[src/rtl/onewire_rx_assembler_if.sv]
// rtl/onewire_rx_assembler_if.sv - bit-level handshake and frame result bundle for onewire_rx_assembler
interface onewire_rx_assembler_if;
   logic        start;
   logic        bit_valid;
   logic        bit_value;
   logic        busy;
   logic        byte_valid;
   logic [7:0]  byte_data;
   logic        frame_valid;
   logic [15:0] temp_raw;
   logic        crc_ok;

   modport master (
      output start, bit_valid, bit_value,
      input  busy, byte_valid, byte_data, frame_valid, temp_raw, crc_ok
   );

   modport slave (
      input  start, bit_valid, bit_value,
      output busy, byte_valid, byte_data, frame_valid, temp_raw, crc_ok
   );
endinterface

[src/rtl/onewire_rx_assembler.sv]
// rtl/onewire_rx_assembler.sv - LSB-first byte/frame assembler for 1-Wire read slots; CRC-8 check built only with ONEWIRE_RX_CRC_EN
module onewire_rx_assembler #(
   parameter int NUM_BYTES    = 9,
   parameter int TEMP_LSB_IDX = 0
) (
   input  logic                  clk,
   input  logic                  rst_n,
   onewire_rx_assembler_if.slave bus
);

   localparam logic [3:0] LSB_IDX  = 4'(TEMP_LSB_IDX);
   localparam logic [3:0] MSB_IDX  = 4'(TEMP_LSB_IDX + 1);
   localparam logic [3:0] LAST_IDX = 4'(NUM_BYTES - 1);

   typedef enum logic [1:0] {IDLE, COLLECT, DONE} state_t;

   state_t      state_q;
   logic [2:0]  bit_cnt_q;
   logic [3:0]  byte_cnt_q;
   logic [7:0]  shift_q, shift_d;
   logic [7:0]  temp_lsb_q, temp_lsb_d;
   logic [7:0]  temp_msb_q, temp_msb_d;
   logic        busy_q;
   logic        byte_valid_q;
   logic [7:0]  byte_data_q;
   logic        frame_valid_q;
   logic [15:0] temp_raw_q;
   logic        crc_ok_q, crc_ok_d;
   logic        take_bit, byte_done, frame_done;
`ifdef ONEWIRE_RX_CRC_EN
   logic [7:0]  crc_q, crc_d;
   logic        crc_fb;
`endif

   // Next-state datapath values for the bit being accepted this cycle
   always_comb begin
      // start has priority: a bit arriving with start belongs to no frame
      take_bit   = (state_q == COLLECT) && bus.bit_valid && !bus.start;
      byte_done  = take_bit && (bit_cnt_q == 3'd7);
      frame_done = byte_done && (byte_cnt_q == LAST_IDX);
      shift_d    = {bus.bit_value, shift_q[7:1]};
      temp_lsb_d = (byte_done && byte_cnt_q == LSB_IDX) ? shift_d : temp_lsb_q;
      temp_msb_d = (byte_done && byte_cnt_q == MSB_IDX) ? shift_d : temp_msb_q;
`ifdef ONEWIRE_RX_CRC_EN
      crc_fb     = crc_q[0] ^ bus.bit_value;
      crc_d      = (crc_q >> 1) ^ (crc_fb ? 8'h8C : 8'h00);
      // a frame whose trailing CRC byte matches leaves the register at zero
      crc_ok_d   = (crc_d == 8'h00);
`else
      crc_ok_d   = 1'b1;
`endif
   end

   // Frame FSM with registered outputs; byte/frame results appear one cycle after the closing bit
   always_ff @(posedge clk) begin
      if (!rst_n) begin
         state_q       <= IDLE;
         bit_cnt_q     <= 3'd0;
         byte_cnt_q    <= 4'd0;
         shift_q       <= 8'h00;
         temp_lsb_q    <= 8'h00;
         temp_msb_q    <= 8'h00;
         busy_q        <= 1'b0;
         byte_valid_q  <= 1'b0;
         byte_data_q   <= 8'h00;
         frame_valid_q <= 1'b0;
         temp_raw_q    <= 16'h0000;
         crc_ok_q      <= 1'b0;
`ifdef ONEWIRE_RX_CRC_EN
         crc_q         <= 8'h00;
`endif
      end else begin
         byte_valid_q  <= 1'b0;
         frame_valid_q <= 1'b0;
         if (bus.start) begin
            // arm or re-arm; an aborted frame leaves temp_raw/crc_ok untouched
            state_q    <= COLLECT;
            busy_q     <= 1'b1;
            bit_cnt_q  <= 3'd0;
            byte_cnt_q <= 4'd0;
            shift_q    <= 8'h00;
            temp_lsb_q <= 8'h00;
            temp_msb_q <= 8'h00;
`ifdef ONEWIRE_RX_CRC_EN
            crc_q      <= 8'h00;
`endif
         end else begin
            case (state_q)
               IDLE: begin
                  state_q <= IDLE;
               end
               COLLECT: begin
                  if (take_bit) begin
                     shift_q    <= shift_d;
                     bit_cnt_q  <= bit_cnt_q + 3'd1;
                     temp_lsb_q <= temp_lsb_d;
                     temp_msb_q <= temp_msb_d;
`ifdef ONEWIRE_RX_CRC_EN
                     crc_q      <= crc_d;
`endif
                     if (byte_done) begin
                        byte_valid_q <= 1'b1;
                        byte_data_q  <= shift_d;
                        byte_cnt_q   <= byte_cnt_q + 4'd1;
                     end
                     if (frame_done) begin
                        state_q       <= DONE;
                        frame_valid_q <= 1'b1;
                        busy_q        <= 1'b0;
                        temp_raw_q    <= {temp_msb_d, temp_lsb_d};
                        crc_ok_q      <= crc_ok_d;
                     end
                  end
               end
               DONE: begin
                  state_q <= IDLE;
               end
               default: begin
                  state_q <= IDLE;
               end
            endcase
         end
      end
   end

   assign bus.busy        = busy_q;
   assign bus.byte_valid  = byte_valid_q;
   assign bus.byte_data   = byte_data_q;
   assign bus.frame_valid = frame_valid_q;
   assign bus.temp_raw    = temp_raw_q;
   assign bus.crc_ok      = crc_ok_q;

endmodule

[src/flat_wrapper.sv]
// flat-port wrapper written by rule: the top's interface ports become plain ports
module onewire_rx_assembler_flat 
#(
   parameter int NUM_BYTES    = 9,
   parameter int TEMP_LSB_IDX = 0
)
  (clk, rst_n, bus_start, bus_bit_valid, bus_bit_value, bus_busy, bus_byte_valid, bus_byte_data, bus_frame_valid, bus_temp_raw, bus_crc_ok);
  onewire_rx_assembler_if bus_i ();
  input  logic clk;
  input  logic rst_n;
  input wire logic [$bits(bus_i.start)-1:0] bus_start;
  input wire logic [$bits(bus_i.bit_valid)-1:0] bus_bit_valid;
  input wire logic [$bits(bus_i.bit_value)-1:0] bus_bit_value;
  output wire logic [$bits(bus_i.busy)-1:0] bus_busy;
  output wire logic [$bits(bus_i.byte_valid)-1:0] bus_byte_valid;
  output wire logic [$bits(bus_i.byte_data)-1:0] bus_byte_data;
  output wire logic [$bits(bus_i.frame_valid)-1:0] bus_frame_valid;
  output wire logic [$bits(bus_i.temp_raw)-1:0] bus_temp_raw;
  output wire logic [$bits(bus_i.crc_ok)-1:0] bus_crc_ok;
  assign bus_i.start = bus_start;
  assign bus_i.bit_valid = bus_bit_valid;
  assign bus_i.bit_value = bus_bit_value;
  assign bus_busy = bus_i.busy;
  assign bus_byte_valid = bus_i.byte_valid;
  assign bus_byte_data = bus_i.byte_data;
  assign bus_frame_valid = bus_i.frame_valid;
  assign bus_temp_raw = bus_i.temp_raw;
  assign bus_crc_ok = bus_i.crc_ok;
  onewire_rx_assembler #(.NUM_BYTES(NUM_BYTES), .TEMP_LSB_IDX(TEMP_LSB_IDX)) u_core (.clk(clk), .rst_n(rst_n), .bus(bus_i));
endmodule
[config.mk]
export PLATFORM = sky130hd
export DESIGN_NAME = onewire_rx_assembler_flat
export DESIGN_NICKNAME = d
export VERILOG_FILES = /design/src/rtl/onewire_rx_assembler_if.sv /design/src/rtl/onewire_rx_assembler.sv /design/src/flat_wrapper.sv
export SDC_FILE = /design/constraint.sdc
export NUM_CORES = 1
export LEC_CHECK = 0
export ABC_AREA = 1
export BUFFER_PORTS_ARGS = -buffer_cell sky130_fd_sc_hd__buf_2
export CAP_MARGIN = 20
export CORE_AREA = 2 2 82 84
export DETAILED_ROUTE_END_ITERATION = 16
export DIE_AREA = 0 0 84 86
export MAX_ROUTING_LAYER = met4
export SYNTH_ARGS = -nofsm -noshare
export SYNTH_HDL_FRONTEND = slang
export SYNTH_SLANG_ARGS = --single-unit
[constraint.sdc]
create_clock -name clk -period 2.2 [get_ports clk]
set_clock_uncertainty 0.1 [all_clocks]
set_input_delay 0.44 -clock clk [delete_from_list [all_inputs] [get_ports clk]]
set_output_delay 0.44 -clock clk [all_outputs]
set_load 0.01 [all_outputs]
==> summary.md <==
The run finished with clean final reports. The relative slew slack was 76.1%; the synthesized area per cell was 8.12 sq um. The switching share of power was 20.5%; the count of state elements after synthesis was 60. The number of antenna diodes in the final layout is 0. Once layout is complete, the cells apart from fillers number 424. Based on the critical path, the design can be clocked at up to 597 MHz.

The tools report the via count of the first global-routing pass as 1863. Counting flops with a built-in enable in the synthesized netlist gives 0. The detailed router placed 2001 vias in this run. The die is 84 um wide. Summed over its instances, the top area cell type makes up 48.0% of the synthesized netlist area. Per report_power, the sequential group accounts for 49.3% of the total.

Setup violations remaining at the end of the flow were counted as 0. In this run the count of I/O pins placed on the die edge is 33. In this run the worst hold path is classified as in2reg.

Across all register-to-register paths, the minimum setup slack is 530 ps. The synthesized area was 2500 sq um; the hold buffer count at cts was 0. At the pin with the least slew margin, the transition time is 359 ps. In this run, the combinational gates consume 2.8% of the power. The number of antenna violations at the first check in global routing came out at 0. The leakage dissipation is 1.31 nW, and the detailed-placement wirelength estimate is 3.38 mm.

After clock tree synthesis, the clock-pin slew on the worst setup and hold paths is 60 ps. The clock share of power was 47.9%. The via-per-instance ratio came out at 4.72.

The worst hold path was traced through 3 stages. The count of nets left with antenna violations after detail routing is 0, and the total power draw is 2.23 mW. Cell at the slowest stage of the critical path: sky130_fd_sc_hd__dfxtp_1. Dividing the detail-routed wire length by the instance count gives 11.8 um.

Counting distinct cell types in the post-synthesis netlist gives 26. The run gives 29 as the site row count. Setup repair after global routing left no endpoint under its margin. The detailed router finished its first iteration with 84 violations. The worst setup path is captured at a register.

The worst register-to-register path begins at u_core.bit_cnt_q[0]. Full die area: 7220 sq um. The root buffer cell chosen for the clock tree is sky130_fd_sc_hd__clkbuf_8. Of the available clock period, the critical path in the final layout requires 76.1%.

The internal portion of the total power is 1.77 mW. Clock tree synthesis found a total of 60 sinks. Most frequently used flop master after synthesis: sky130_fd_sc_hd__dfxtp_1. The first detailed-routing pass ran for 4 iterations. The TritonCTS buffer count was 9. TritonCTS built the clock tree.

The height of the die is 86 um, and the area added between synthesis and finish is 16.1%. In the synthesized netlist the async set-or-reset flop fraction comes to 0%. Buffers added to address setup during post-CTS repair amount to 0.

The destination of the worst register-to-register timing path is u_core.bus.temp_raw[4]. The total nets after synthesis was 318; the number of buffers added on ports was 32. The endpoint of the most critical setup path is u_core.bus.temp_raw[4].

The layout cell share with drive strength beyond 1 is 22.5%, and the proportion of synthesized chip area in sequential cells is 48.0%. Of all cell types, the one taking the most synthesized area is sky130_fd_sc_hd__dfxtp_1. Fill cells in the final layout number 652.

The global-route wire length before repair was 8.58 mm; the maximum vdd drop was 0.443 mV. In this run the power spent charging and discharging nets is 0.459 mW. The H-tree was split into 3 levels. The tools report the overall track demand over capacity in global routing as 15.3%. For this run, the number of Yosys warnings is 0. The tools report the total wire length as 4.99 mm.

The clock passes through at most 2 buffers. At the later pin of the worst-skew pair, clock insertion delay measures 320 ps. Entering global routing, the biggest net connects 29 pins. Counting buffers and inverters, the worst setup path is 8 cells deep. The startpoint class of the critical path is a register. Max-cap violations in this run came to 0. For this configuration, the core starts out at a cell density of 39.9%. At the end of the flow, the number of nets in the layout was 352.

The run gives 1800 ps as the arrival time at the worst endpoint. The shortest period the worst path allows works out to 1670 ps. The setup path with the least slack is of type reg2reg.

The run gives 0 as the max-slew violation count. Once placement completed, the tool counted placed cells totaling 408. The number of cells on the worst reg-to-reg path is 8. The post-cts resize count came out at 0. For this design the ratio of total power to cell area is 769 nW/um^2.

The run gives 2330 ps as the required time at the worst-slack endpoint. In this run the worst setup path begins at u_core.bit_cnt_q[0]. Yosys attributes the largest share of cell area to sky130_fd_sc_hd__dfxtp_1 (48%), sky130_fd_sc_hd__nand2_1 (8.0%), sky130_fd_sc_hd__a21oi_1 (7.8%). Counting both buffers and inverters, the worst setup path holds a total of 2. Walking the worst path, the cells encountered are ha_1 > ha_1 > buf_4 > nand3_4 > nand2_1 > nand3_1 > nand2_1 > inv_1. The largest stage delay on the critical path is 340 ps, and the number of hold-slack violations in the final timing report is 0.

For the sum of negative setup slack, the log shows 0 ps. The core region is 6280 sq um. For this run, design rule violations remaining after detail routing come to 0.

After global routing the overflow that remains totals 0. For the placer's final routability congestion estimate, the log shows 0.779. The largest delay contributor family on the critical path is adder cells. Of all nets on the critical path, the largest fanout is 17. In the synthesized netlist, the number of instances is 308.
cell usage after synthesis, types with 3 or more instances:
| master | n |
|---|---|
| sky130_fd_sc_hd__dfxtp_1 | 60 |
| sky130_fd_sc_hd__nand2_1 | 53 |
| sky130_fd_sc_hd__a21oi_1 | 39 |
| sky130_fd_sc_hd__inv_1 | 39 |
| sky130_fd_sc_hd__nor2_1 | 25 |
| sky130_fd_sc_hd__nand3_1 | 20 |
| sky130_fd_sc_hd__nand4_1 | 14 |
| sky130_fd_sc_hd__o21ai_0 | 11 |
| sky130_fd_sc_hd__inv_2 | 8 |
| sky130_fd_sc_hd__a21oi_2 | 7 |
| sky130_fd_sc_hd__ha_1 | 5 |
| sky130_fd_sc_hd__buf_2 | 4 |
| sky130_fd_sc_hd__buf_6 | 4 |
| sky130_fd_sc_hd__buf_4 | 3 |
power groups by stage:
stage          combinational (mW)  clock (mW)  sequential (mW)
2_1_floorplan              0.0499           0             1.12
3_3_place_gp               0.0640           0             1.12
3_5_place_dp               0.0637           0             1.12
4_1_cts                    0.0637        1.10             1.10
5_1_grt                    0.0704        1.13             1.10
6_report                   0.0629        1.07             1.10
placed cells by master, fill, tap and decap left out, types with 3 or more instances in the layout:
| master | n |
|---|---|
| sky130_fd_sc_hd__clkinv_2 | 3 |
| sky130_fd_sc_hd__buf_4 | 6 |
| sky130_fd_sc_hd__nor2_1 | 25 |
| sky130_fd_sc_hd__nand2_1 | 53 |
| sky130_fd_sc_hd__inv_1 | 39 |
| sky130_fd_sc_hd__a21oi_1 | 39 |
| sky130_fd_sc_hd__ha_1 | 5 |
| sky130_fd_sc_hd__o21ai_0 | 11 |
| sky130_fd_sc_hd__inv_2 | 8 |
| sky130_fd_sc_hd__nand4_1 | 14 |
| sky130_fd_sc_hd__clkbuf_8 | 10 |
| sky130_fd_sc_hd__nand3_1 | 20 |
| sky130_fd_sc_hd__a21oi_2 | 7 |
| sky130_fd_sc_hd__buf_2 | 32 |
| sky130_fd_sc_hd__dfxtp_1 | 60 |
flip-flops by register name (all words and copies together), names as in the netlist, 2 cells and up:
name,cells
u_core.bus.temp_raw,16
u_core.bus.byte_data,8
u_core.temp_lsb_q,8
u_core.temp_msb_q,8
u_core.shift_q,7
u_core.byte_cnt_q,4
u_core.bit_cnt_q,3
u_core.state_q,2
tightest hold or removal path, stage by stage:
cell	delay [ps]
sky130_fd_sc_hd__buf_2	80
sky130_fd_sc_hd__nand2_1	70
sky130_fd_sc_hd__nor2_1	80
cells by family (layout without fill, tap and decap cells):
| family | Yosys count | count (layout) | synth area share [%] |
|---|---|---|---|
| xor+xnor | 1 | 1 | 0.350 |
| buf+inv | 62 | 101 | 11.6 |
| simple gates | 122 | 122 | 24.8 |
| compound gates | 58 | 58 | 12.7 |
| fa+ha+maj | 5 | 5 | 2.50 |
| flops | 60 | 60 | 48.0 |
metal layers:
layer  track usage, %  share of wire [%]  wire length [um]  up-vias
met5                -                  0                 0        -
met1             20.1                 50              2490      894
met4             7.04                1.3                65        0
met3             3.56                4.8               237        5
met2             22.4                 44              2200       41
li1                 -                  -                 -     1061
final cells by class:
cell class / count / area, sq um / area share, %
repair buffers: 38 / 205 / 7.06
clock inverters: 5 / 75.1 / 2.58
inverters: 47 / 176 / 6.07
well taps: 77 / 96.3 / 3.32
clock buffers: 11 / 141 / 4.87
multi-input cells: 186 / 1010 / 34.8
flip-flops and latches: 60 / 1200 / 41.3
through the flow:
step           area [sq um]  worst slack [ps]  hold slack, ps  utilization [%]
2_1_floorplan          2500               613             347                -
3_3_place_gp           2690               426             351             42.8
3_5_place_dp           2690               394             358             42.8
4_1_cts                2910               525             277             46.3
5_1_grt                2910               346             288             46.3
6_report               2910               526             290             46.3
how the worst min path moves through the flow:
stage                                 start                      end  slack (ps)
floorplan              u_core.temp_lsb_q[0]     u_core.temp_lsb_q[0]         350
global placement    u_core.bus.byte_data[3]  u_core.bus.byte_data[3]         350
detailed placement  u_core.bus.byte_data[6]  u_core.bus.byte_data[6]         360
CTS                                   rst_n          u_core.bus.busy         280
global route                      bus_start          u_core.bus.busy         290
finish                                rst_n          u_core.bus.busy         290
Power figures use the tool's default switching activity.
